File: src/rtl/lc3b_types.sv
// Shared LC-3b type definitions; holds the performance-counter mode encoding.
package lc3b_types;

    typedef enum logic [1:0] {
        PERF_EDGE     = 2'b00,
        PERF_LEVEL    = 2'b01,
        PERF_RUN      = 2'b10,
        PERF_RUN_CONT = 2'b11
    } perf_mode_t;

endpackage

File: src/rtl/perf_channel.sv
// One performance-counter channel: mode/threshold config, run tracking,
// saturating event count with sticky overflow.
module perf_channel
    import lc3b_types::*;
#(
    parameter int unsigned CNT_W = 16,
    parameter int unsigned RUN_W = 4
) (
    input  logic             clk,
    input  logic             reset,
    input  logic             enable,
    input  logic             trigger,
    input  logic             clr,
    input  logic             cfg_load,
    input  perf_mode_t       cfg_mode,
    input  logic [RUN_W-1:0] cfg_thresh,
    output logic [CNT_W-1:0] count,
    output logic             ovf
);

    perf_mode_t       mode;
    logic [RUN_W-1:0] thresh;
    logic [RUN_W-1:0] run_len;
    logic             prev_trig;

    logic [RUN_W-1:0] thresh_eff;
    logic [RUN_W-1:0] thresh_m1;
    logic [RUN_W-1:0] run_next;
    logic             hit;

    always_comb begin
        thresh_eff = (thresh == '0) ? RUN_W'(1) : thresh;
        thresh_m1  = thresh_eff - RUN_W'(1);
        // run_len never exceeds thresh_eff, so the increment cannot wrap
        run_next   = (run_len >= thresh_eff) ? thresh_eff : run_len + RUN_W'(1);
        hit        = 1'b0;
        case (mode)
            PERF_EDGE:     hit = trigger && !prev_trig;
            PERF_LEVEL:    hit = trigger;
            PERF_RUN:      hit = trigger && (run_len == thresh_m1);
            PERF_RUN_CONT: hit = trigger && (run_len >= thresh_m1);
            default:       hit = 1'b0;
        endcase
    end

    always_ff @(posedge clk) begin
        if (reset) begin
            mode      <= PERF_EDGE;
            thresh    <= RUN_W'(1);
            count     <= '0;
            run_len   <= '0;
            prev_trig <= 1'b0;
            ovf       <= 1'b0;
        end else if (clr || cfg_load) begin
            if (cfg_load) begin
                mode   <= cfg_mode;
                thresh <= cfg_thresh;
            end
            count     <= '0;
            run_len   <= '0;
            prev_trig <= 1'b0;
            ovf       <= 1'b0;
        end else if (!enable) begin
            run_len   <= '0;
            prev_trig <= 1'b0;
        end else begin
            prev_trig <= trigger;
            run_len   <= trigger ? run_next : '0;
            if (hit) begin
                if (&count) begin
                    ovf <= 1'b1;
                end else begin
                    count <= count + CNT_W'(1);
                end
            end
        end
    end

endmodule

File: src/rtl/perf_counter_bank.sv
// Bank of NUM_CH independent performance-counter channels with config
// decode and a registered read port.
module perf_counter_bank
    import lc3b_types::*;
#(
    parameter int unsigned NUM_CH = 4,
    parameter int unsigned CNT_W  = 16,
    parameter int unsigned RUN_W  = 4
) (
    input  logic                      clk,
    input  logic                      reset,
    input  logic                      enable,
    input  logic [NUM_CH-1:0]         trigger,
    input  logic [NUM_CH-1:0]         clr,
    input  logic                      cfg_we,
    input  logic [$clog2(NUM_CH)-1:0] cfg_ch,
    input  logic [1:0]                cfg_mode,
    input  logic [RUN_W-1:0]          cfg_thresh,
    input  logic [$clog2(NUM_CH)-1:0] rd_sel,
    output logic [CNT_W-1:0]          rd_data,
    output logic [NUM_CH-1:0]         ovf
);

    logic [NUM_CH-1:0] cfg_hit;
    logic [NUM_CH-1:0] wipe;
    logic [CNT_W-1:0]  counts [NUM_CH];
    logic [CNT_W-1:0]  rd_next;

    // Out-of-range cfg_ch matches no channel, so the write is dropped
    always_comb begin
        cfg_hit = '0;
        for (int unsigned i = 0; i < NUM_CH; i++) begin
            cfg_hit[i] = cfg_we && (32'(cfg_ch) == i);
        end
    end

    assign wipe = clr | cfg_hit;

    for (genvar g = 0; g < NUM_CH; g++) begin : g_ch
        perf_channel #(
            .CNT_W (CNT_W),
            .RUN_W (RUN_W)
        ) u_ch (
            .clk        (clk),
            .reset      (reset),
            .enable     (enable),
            .trigger    (trigger[g]),
            .clr        (clr[g]),
            .cfg_load   (cfg_hit[g]),
            .cfg_mode   (perf_mode_t'(cfg_mode)),
            .cfg_thresh (cfg_thresh),
            .count      (counts[g]),
            .ovf        (ovf[g])
        );
    end

    // A same-cycle clear/config on the selected channel reads as zero
    always_comb begin
        rd_next = '0;
        for (int unsigned i = 0; i < NUM_CH; i++) begin
            if (32'(rd_sel) == i) begin
                rd_next = wipe[i] ? '0 : counts[i];
            end
        end
    end

    always_ff @(posedge clk) begin
        if (reset) begin
            rd_data <= '0;
        end else begin
            rd_data <= rd_next;
        end
    end

endmodule

File: config.mk
export PLATFORM = sky130hd
export DESIGN_NAME = perf_counter_bank
export DESIGN_NICKNAME = d
export VERILOG_FILES = /design/src/rtl/lc3b_types.sv /design/src/rtl/perf_channel.sv /design/src/rtl/perf_counter_bank.sv
export SDC_FILE = /design/constraint.sdc
export NUM_CORES = 1
export LEC_CHECK = 0
export BUFFER_PORTS_ARGS = -buffer_cell sky130_fd_sc_hd__buf_2
export CAP_MARGIN = 25
export CORE_MARGIN = 3
export CORE_UTILIZATION = 55
export CTS_BUF_LIST = sky130_fd_sc_hd__clkbuf_16
export DETAILED_ROUTE_END_ITERATION = 12
export PLACE_DENSITY = 0.76
export SLEW_MARGIN = 20
export SYNTH_ARGS = -nofsm -noshare
export SYNTH_HDL_FRONTEND = slang
export SYNTH_HIERARCHICAL = 1
export SYNTH_SLANG_ARGS = --single-unit
File: constraint.sdc
create_clock -name clk -period 2.7 [get_ports clk]
set_input_delay 0.405 -clock clk [delete_from_list [all_inputs] [get_ports clk]]
set_output_delay 0.405 -clock clk [all_outputs]
set_load 0.005 [all_outputs]
## Yosys cells after proc, flatten, opt, wreduce, memory -nomap -nowiden

Cells that the tools add are included.

- Multiplexer cells: 20
- $lt $le $gt $ge: 8
- Equality and inequality tests: 22
- Reduce and logical (&&, ||, !) cells: 62
- $add $sub $neg: 12
- $mul: 0
- Shift operators: 0
- Divide/modulo/power cells: 0
- Bitwise operators: 10

Operators by type and width:

| cell | number |
|---|---|
| 16-bit two-way mux | 8 |
| 18-bit AND reduction | 4 |
| 16-bit by 1-bit adder with 16-bit output, second input constant | 4 |
| 16-bit AND reduction | 4 |
| 4-bit >= comparator | 8 |
| 4-bit two-way mux | 8 |
| 2-bit equality test, second input constant | 12 |
| 4-bit by 1-bit adder with 4-bit output, second input constant | 4 |
| 4-bit equality test | 4 |
| 1-bit logical AND | 16 |
| 4-bit logical NOT | 4 |
| 1-bit one-hot mux with 4 select lines | 4 |
| 4-bit OR reduction | 4 |
| 4-bit by 1-bit subtractor with 4-bit output, second input constant | 4 |
| 2-bit by 1-bit equality test with 1-bit output, second input constant | 6 |
| 2-bit logical NOT | 6 |
| 3-bit AND reduction | 4 |
| 3-bit OR reduction | 4 |
| 1-bit inverter | 9 |
| 2-bit AND reduction | 4 |
| 2-bit OR reduction | 4 |
| 1-bit logical NOT | 4 |
| 1-bit logical OR | 4 |
| 4-bit OR | 1 |

- Latch bits: 0
- Logic and storage cells: 159
- Input bits: 22
- Register bits: 128
- Memory bits (read-only): 0
- Output and inout port bits: 20
- RAM bits: 0
- Memories: 0

## Depth between registers and ports, before layout

Gate-level depths: netlist of run 1.

- Depth after elaboration: 8
- Mapped depth: 12
- Mapped depth without buffers: 10

## Modules after synthesis

The synthesis of run 1 kept the hierarchy.

Modules (own cells, without submodules):

| module | cells each | seq. area each (um2) | times used | area each (um2) |
|---|---|---|---|---|
| perf_channel at g_ch[0].u_ch ... | 183 | 560.5 | 3 | 1,566.5 |
| perf_channel at g_ch[3].u_ch | 180 | 560.5 | 1 | 1,540.2 |
| perf_counter_bank | 118 | 320.3 | 1 | 943.4 |

## Worst setup path after synthesis of run 1

Ideal clock, no wire load.

- Path kind: reg-to-reg
- Start: reg g_ch[3].u_ch.thresh[3]
- End: reg g_ch[3].u_ch.count[2]
- Cell stages (with the launch flop): 13
- Arrival: 2.635 ns
- Path buffers: 2
- Library setup time: 0.091 ns
- Data required time: 2.609 ns
- Setup slack: -0.026 ns
- Period minus slack after synthesis: 2.726 ns
- Cells stage by stage: dfxtp_1 -> or3_4 -> or2b_1 -> nor2_1 -> xnor2_1 -> ha_1 -> a211oi_1 -> nor3_1 -> nor3_2 -> buf_6 -> buf_2 -> nor2_1 -> a311oi_1

- Word-level cells in the longest chain between the ends: 7
- Elaborated cells on any way between the ends: 9
- Those cells by class: add/sub: 1; order compare: 1; eq/ne: 1; mux: 2; reduce/logical: 4

RTL lines:

| item | RTL line | text |
|---|---|---|
| from (decl) | perf_channel.sv:22 | `logic [RUN_W-1:0] thresh;` |
| from (signal assigned) | perf_channel.sv:57 | `thresh <= cfg_thresh;` |
| 4-bit logical NOT | perf_channel.sv:32 | `thresh_eff = (thresh == '0) ? RUN_W'(1) : thresh;` |
| 4-bit two-way mux * | perf_channel.sv:32 |  |
| 4-bit by 1-bit subtractor with 4-bit output * | perf_channel.sv:33 | `thresh_m1 = thresh_eff - RUN_W'(1);` |
| 4-bit >= comparator / 4-bit equality test (equally long branches) | perf_channel.sv:41, perf_channel.sv:40 |  |
| 1-bit logical AND (on tied branches) | perf_channel.sv:41, perf_channel.sv:40 |  |
| 1-bit one-hot mux with 4 select lines * | perf_channel.sv:37 | `case (mode)` |
| 3-bit AND reduction (no source line) * | n/a |  |
| to (signal assigned) | perf_channel.sv:73 | `count <= count + CNT_W'(1);` |
| to (decl) | perf_channel.sv:17 | `output logic [CNT_W-1:0] count,` |

Mark *: on every way between the ends. The rest lies on a longest branch, timed or not.
A chain may end at the register's enable or synchronous reset.

## Final worst setup path of run 1

- Start: reg g_ch[3].u_ch.thresh[3]
- End: reg g_ch[3].u_ch.count[3]

Same word-level chain as after synthesis.

==> results by group, run 1 <==
Clock tree
  – Clock Tree Buf Depth: 2
  – H-Tree Level Count: 4
  – Reg clk slew, reported paths: 0.06 ns
  – CTS tree: done
  – Clock buffers created by TritonCTS: 17
  – TritonCTS Sinks: 128
  – Clk Latency, worst-skew pair: 0.43 ns
  – Root buf cell: clkbuf_16

Timing
  – Skew final: 0.00838 ns
  – Min Tclk post-route: 2.80 ns
  – FMAX: 0.357 GHz
  – Setup TNS: -0.817 ns
  – Final Hold Fails: 0
  – RSZ-0062 raised after global routing: yes
  – Normalized max-slew margin: 44.0%
  – Final Cycle Share: 104%
  – Final setup fails: 13
  – Slew Limit Fails: 0
  – Slew @ Worst Pin: 0.833 ns
  – PnR worst setup slack: -0.0991 ns

Placed design
  – Final Wtd Congestion: 0.923
  – Port Buf Inserts: 41
  – Placed instance area: 7680 um^2
  – HPWL Detailed: 14200 um

Yosys
  – Post-synth EDFFs: 0
  – Yosys top cell area share: 35.7%
  – Synth unique cells: 58
  – Cell taking the most area after synthesis: dfxtp_1
  – Syn nets: 905
  – Top cells by area, synth: dfxtp_1 (36%), nand3_1 (7.7%), ha_1 (6.3%)
  – Most frequent cell after synthesis: dfxtp_1
  – Post-synth top cells: dfxtp_1 (128), nand3_1 (110), nand2_1 (56)
  – Post-synthesis sequential area ratio: 35.7%
  – Yosys reg bits: 128
  – Mapped Area: 7180 um^2
  – YS warnings: 6
  – Async SR Flop Fraction: 0%
  – Post-Synthesis Cells: 847
  – Avg Inst Size Synth: 8.48 um^2
  – Main synth FF type: dfxtp_1

Pwr
  – Int Pwr: 0.00351 W
  – Clock Power Share: 47.9%
  – Net Sw Power: 0.00108 W
  – Sequential power share: 42.2%
  – P_leak: 3.31 nW
  – Design Power: 0.00459 W
  – Sw Share: 23.5%
  – PwrDens: 516 nW/um^2
  – VDD IR max: 0.555 mV
  – Combinational share of power: 10.0%

Die
  – # rows: 41
  – Die area: 14500 um^2
  – Starting Density: 56.7%
  – Core Footprint: 12700 um^2
  – Chip height: 120 um
  – I/O Pins: 42
  – Chip Width: 120 um

Routing
  – Vias per inst: 6.51
  – Routed wl met2: 10500 um
  – Antenna viol nets, final: 0
  – # DRC: 0
  – Metal3 WL: 1880 um
  – Max layer used: met4
  – Vias: 7280
  – DRT Pass-1 Iters: 7
  – Drt wl/cell: 19.5 um
  – Detailed Route Iter0 Violations: 879
  – WL met1: 8700 um
  – Post-Route WL: 21800 um

Critical path
  – Flop2flop setup slack: -0.1 ns
  – Required @ worst endpoint: 3.06 ns
  – Worst setup EP type: register
  – Critical path class: register to register
  – CP Launch Point: g_ch[3].u_ch/thresh[3]
  – Crit path DAT: 3.16 ns
  – FF-to-FF Start: g_ch[3].u_ch/thresh[3]
  – Crit-path max FO: 6
  – CP Launch Type: register

Finish
  – Area delta synth->final: 23.8%
  – Final instance area: 8890 um^2
  – Final core occ: 70.2%
  – Fraction of layout cells with a size suffix above 1: 23.0%
  – Fillers: 1000
  – Fin nets: 995
  – Number of diodes: 0

Min path
  – Hold WC Path Type: input pin to register
  – Hold path startpoint: cfg_thresh[0]

Status
  – Outcome: finished, violations left
  – Failing checks: negative setup slack

Global route
  – Overall routing resource usage: 27.8%
  – Pin count of the biggest net entering global routing: 37
  – Total global routing overflow: 0
  – First-pass GRT wire length: 32500 um
  – Vias in the first global route: 6785
  – Initial antenna violation count: 0

Flow run
  – Max Cap Viol: 0
==> timing repair <==
action	4_1_cts	5_1_grt
hold buffers	0	0
setup buffers	4	21
gates cloned	0	6
pin swaps	7	51
setup endpoints to repair	22	57
gates resized for setup	7	79
==> registers in the layout (all words and copies together) (netlist names) <==
signal / flops
g_ch.u_ch/run_len: 16
g_ch.u_ch/count: 64
g_ch.u_ch/thresh: 16
rd_data: 16
g_ch.u_ch/mode: 8
g_ch.u_ch/ovf: 4
g_ch.u_ch/prev_trig: 4
==> placed cells by master (no fill, tap or decap), types with 16 or more instances in the layout <==
cell / n
buf_4: 53
buf_2: 41
or3_1: 17
inv_1: 31
o21ai_0: 16
nand2_1: 54
nand2b_1: 22
a21oi_2: 19
clkbuf_16: 19
mux2i_1: 42
ha_1: 36
nand3_1: 109
dfxtp_1: 121
nor3_1: 40
o31ai_1: 18
nor2_1: 40
a21oi_1: 30
nand4_1: 35
and3_1: 19
==> worst paths after layout <==
check / endpoint / cells after the start
worst max register to register: g_ch[3].u_ch/count[3] / 12
worst min-delay path: g_ch[3].u_ch/thresh[0] / 2
worst max-delay path: g_ch[3].u_ch/count[3] / 12
worst min register to register: g_ch[2].u_ch/ovf / 2
==> power by group through the flow <==
stage | registers, W | clock network [W] | logic, W
after floorplan | 0.00197 | 0 | 0.000230
after global placement | 0.00197 | 0 | 0.000334
after detailed placement | 0.00197 | 0 | 0.000353
after CTS | 0.00193 | 0.00223 | 0.000369
after global routing | 0.00194 | 0.00231 | 0.000493
final | 0.00193 | 0.00220 | 0.000457
==> kinds of logic (layout without fill, tap and decap cells) <==
| kind of cell | count (synthesis) | count (layout) | share of synthesized area [%] |
|---|---|---|---|
| AOI/OAI and AO/OA | 143 | 146 | 14.0 |
| buffers and inverters | 64 | 161 | 4.22 |
| and+or+nand+nor | 422 | 422 | 32.6 |
| DFF | 128 | 128 | 35.7 |
| xor gates and xnor gates | 12 | 12 | 1.46 |
| adders and majority gates | 36 | 36 | 6.27 |
| muxes | 42 | 42 | 5.85 |
==> worst max-delay path, cell delays in order, from the launching register on <==
cell and delay, ns:
dfxtp_2 0.32, or3_4 0.38, or2b_1 0.22, nor2_2 0.07, xnor2_1 0.12, ha_1 0.32
a211oi_2 0.24, nor3_2 0.09, nor3_4 0.40, clkbuf_16 0.24, buf_4 0.11, o31ai_1 0.08
a21oi_2 0.14
==> per-stage QoR <==
step	worst slack (ns)	std cells	hold slack, ns
floorplan	0.0376	847	0.456
detailed placement	-0.0624	1060	0.475
CTS	0.000874	1093	0.274
global route	-0.204	1119	0.281
finish	-0.0991	1119	0.297
global placement	0.0564	1060	0.459
==> routing by layer <==
metal / track usage, % / vias up
met1: 33.9 / 3444
met2: 46.4 / 398
met3: 7.34 / 80
li1: - / 3358
met4: 12.0 / 0
met5: 0 / -
==> layout make-up <==
type | count | area [um^2] | share of cell area (%)
Clock buffer | 17 | 425 | 4.78
Clock inverter | 12 | 128 | 1.44
Inverter | 31 | 116 | 1.31
Multi-Input combinational cell | 658 | 4710 | 53.0
Sequential cell | 128 | 2570 | 28.9
Tap cell | 172 | 215 | 2.42
Timing Repair Buffer | 101 | 727 | 8.18
(Power assumes the default switching activity.)
==> run 2, diff against run 1 <==
- CTS_BUF_LIST: sky130_fd_sc_hd__clkbuf_16 -> sky130_fd_sc_hd__clkbuf_4
==> run 2 against run 1 <==
Net effect:
- the run still ends with negative setup slack left
- via count up 0.40%
- critical path depth down 1
- critical endpoint is now g_ch[3].u_ch/count[14]
- global-route usage down 0.76 points
- utilization down 2.4 points
- final cell count unchanged
- critical path type unchanged
- worst setup slack better by 0.0013 ns
- wire length down 2.4%
- sequential power about the same
- flip-flop and latch count unchanged
- non-clock buffer count unchanged
==> results by group, run 2 (same netlist as run 1, synthesis figures left out) <==
Status
  – Outcome: finished, violations left (unchanged)
  – Failing checks: negative setup slack (unchanged)

Routing
  – Post-Route WL: 21300 um (was 21800 um)
  – Detailed Route Iter0 Violations: 877 (was 879)
  – Vias per inst: 6.53 (was 6.51)
  – DRT Pass-1 Iters: 5 (was 7)
  – Antenna viol nets, final: 0 (unchanged)
  – # DRC: 0 (unchanged)
  – Drt wl/cell: 19.0 um (was 19.5 um)
  – Vias: 7309 (was 7280)

Timing
  – Worst hold slack: 0.158 ns (was 0.297 ns)
  – Final setup fails: 15 (was 13)
  – Min Tclk post-route: 2.80 ns (about the same)
  – FMAX: 0.357 GHz (about the same)
  – Final Hold Fails: 0 (unchanged)
  – Slew Limit Fails: 0 (unchanged)
  – Slew @ Worst Pin: 1.17 ns (was 0.833 ns)
  – Final Cycle Share: 104% (about the same)
  – PnR worst setup slack: -0.0977 ns (was -0.0991 ns)
  – Skew final: 0.0136 ns (was 0.00838 ns)
  – RSZ-0062 raised after global routing: yes (unchanged)
  – Normalized max-slew margin: 21.6% (was 44.0%)

Critical path
  – Crit-path max FO: 13 (was 6)
  – Worst Reg-to-Reg Cells: 11 (was 12)
  – Slowest stage cell, crit path: or4_1 (was nor3_4)
  – Worst setup EP type: register (unchanged)
  – Required @ worst endpoint: 3.19 ns (was 3.06 ns)
  – Critical path class: register to register (unchanged)
  – Crit path cell chain: or3_4, or2b_1, nor2_2, xnor2_1, ha_1, nand3_2, a211oi_4, nor3_4, buf_12, or4_1, a21oi_1 (was or3_4, or2b_1, nor2_2, xnor2_1, ha_1, a211oi_2, nor3_2, nor3_4, clkbuf_16, buf_4, o31ai_1, a21oi_2)
  – FF-to-FF Start: g_ch[3].u_ch/thresh[3] (unchanged)
  – CP Launch Type: register (unchanged)
  – Crit path DAT: 3.29 ns (was 3.16 ns)
  – Worst path max stage delay: 0.49 ns (was 0.40 ns)
  – CP Launch Point: g_ch[3].u_ch/thresh[3] (unchanged)

Finish
  – Most flops, register: g_ch.u_ch/count (unchanged)
  – Fin nets: 995 (unchanged)
  – Most frequent cells in the layout: dfxtp_1 (118), nand3_1 (109), nand2_1 (56), buf_4 (54), mux2i_1 (42) (was dfxtp_1 (121), nand3_1 (109), nand2_1 (54), buf_4 (53), mux2i_1 (42))
  – Max reg flops: 64 (unchanged)
  – Final Non-Filler Cells: 1119 (unchanged)
  – Area delta synth->final: 19.5% (was 23.8%)
  – Final instance area: 8590 um^2 (was 8890 um^2)
  – Fraction of layout cells with a size suffix above 1: 22.5% (was 23.0%)
  – Final core occ: 67.8% (was 70.2%)
  – Number of diodes: 0 (unchanged)
  – Commonest non-fill, non-tap cell in the layout: dfxtp_1 (unchanged)

Pwr
  – P_leak: 3.19 nW (was 3.31 nW)
  – VDD IR max: 0.420 mV (was 0.555 mV)
  – PwrDens: 428 nW/um^2 (was 516 nW/um^2)
  – Design Power: 0.00367 W (was 0.00459 W)

Min path
  – Hold WC Path Type: input pin to register (unchanged)
  – Hold path startpoint: cfg_thresh[0] (unchanged)
  – Hold depth: 2 (unchanged)

Clock tree
  – CTS tree: done (unchanged)
  – Clock buffers created by TritonCTS: 17 (unchanged)
  – Root buf cell: clkbuf_4 (was clkbuf_16)
  – Clk Latency, worst-skew pair: 0.57 ns (was 0.43 ns)
  – Reg clk slew, reported paths: 0.11 ns (was 0.06 ns)
  – TritonCTS Sinks: 128 (unchanged)
  – H-Tree Level Count: 4 (unchanged)
  – Clock Tree Buf Depth: 2 (unchanged)

Placed design
  – HPWL Detailed: 14200 um (unchanged)
  – Port Buf Inserts: 41 (unchanged)
  – Final Wtd Congestion: 0.923 (unchanged)
  – Placed instance area: 7680 um^2 (unchanged)
  – Placed Cells incl. Taps: 1060 (unchanged)

Flow run
  – Max Cap Viol: 0 (unchanged)

Die
  – Chip Width: 120 um (unchanged)
  – # rows: 41 (unchanged)
  – Die area: 14500 um^2 (unchanged)
  – Starting Density: 56.7% (unchanged)
  – Chip height: 120 um (unchanged)
  – Core Footprint: 12700 um^2 (unchanged)
  – I/O Pins: 42 (unchanged)

Global route
  – Pin count of the biggest net entering global routing: 37 (unchanged)
  – Total global routing overflow: 0 (unchanged)
  – Initial antenna violation count: 0 (unchanged)
  – First-pass GRT wire length: 31800 um (was 32500 um)
  – Overall routing resource usage: 27.0% (was 27.8%)
  – Vias in the first global route: 6733 (was 6785)
run 2: changes by cell type in the layout (fill, tap and decap cells not counted), sizes merged:
cell,change
buf,+1
inv,-1
run 2: per-stage QoR:
stage	setup WS (ns)	TNS [ns]
after floorplan	0.0376	0
after global placement	0.0564	0
after detailed placement	-0.0624	-0.698
after CTS	-0.0101	-0.0101
after global routing	-0.235	-3.69
final	-0.0977	-0.993
run 2: layout make-up:
| class | count | area, um^2 |
|---|---|---|
| clock inverters | 11 | 124 |
| fillers | 1036 | 4090 |
| clock buffers | 18 | 135 |
| multi-input cells | 658 | 4720 |
| well taps | 172 | 215 |
| flip-flops and latches | 128 | 2580 |
| repair buffers | 101 | 701 |
| inverters | 31 | 116 |
run 2: power breakdown:
part / switching, W / internal (W) / leakage [nW]
clock network: 0.000676 / 0.000616 / 0.145
logic: 0.000263 / 0.000189 / 2.00
registers: 0.0000228 / 0.00191 / 1.04
total: 0.000962 / 0.00271 / 3.19
run 2: routing by layer:
layer / track usage (%) / routed length, um / vias to the layer above
met5: 0 / 0 / -
met4: 12.5 / 646 / 0
met3: 6.27 / 1680 / 65
met2: 45.0 / 10300 / 383
met1: 33.3 / 8640 / 3490
li1: - / - / 3371
run 2: final timing paths:
| check | end | slack [ns] |
|---|---|---|
| worst min-delay path | g_ch[3].u_ch/thresh[0] | 0.16 |
| worst max register to register | g_ch[3].u_ch/count[14] | -0.1 |
| worst max-delay path | g_ch[3].u_ch/count[14] | -0.1 |
| worst min register to register | g_ch[3].u_ch/ovf | 0.49 |
run 2: worst max-delay path: cells and delay by family (launching register included):
family | cells | cell delay (ns)
buf+inv | 1 | 0.16
simple gates | 6 | 1.36
compound gates | 2 | 0.41
xor+xnor | 1 | 0.12
fa+ha+maj | 1 | 0.33
flops | 1 | 0.34
run 2: what timing repair did:
item	CTS	global route
pin swaps	9	43
hold buffers	0	0
buffers inserted	4	21
gates resized for setup	5	81
cloned	0	5
setup endpoints to repair	25	57
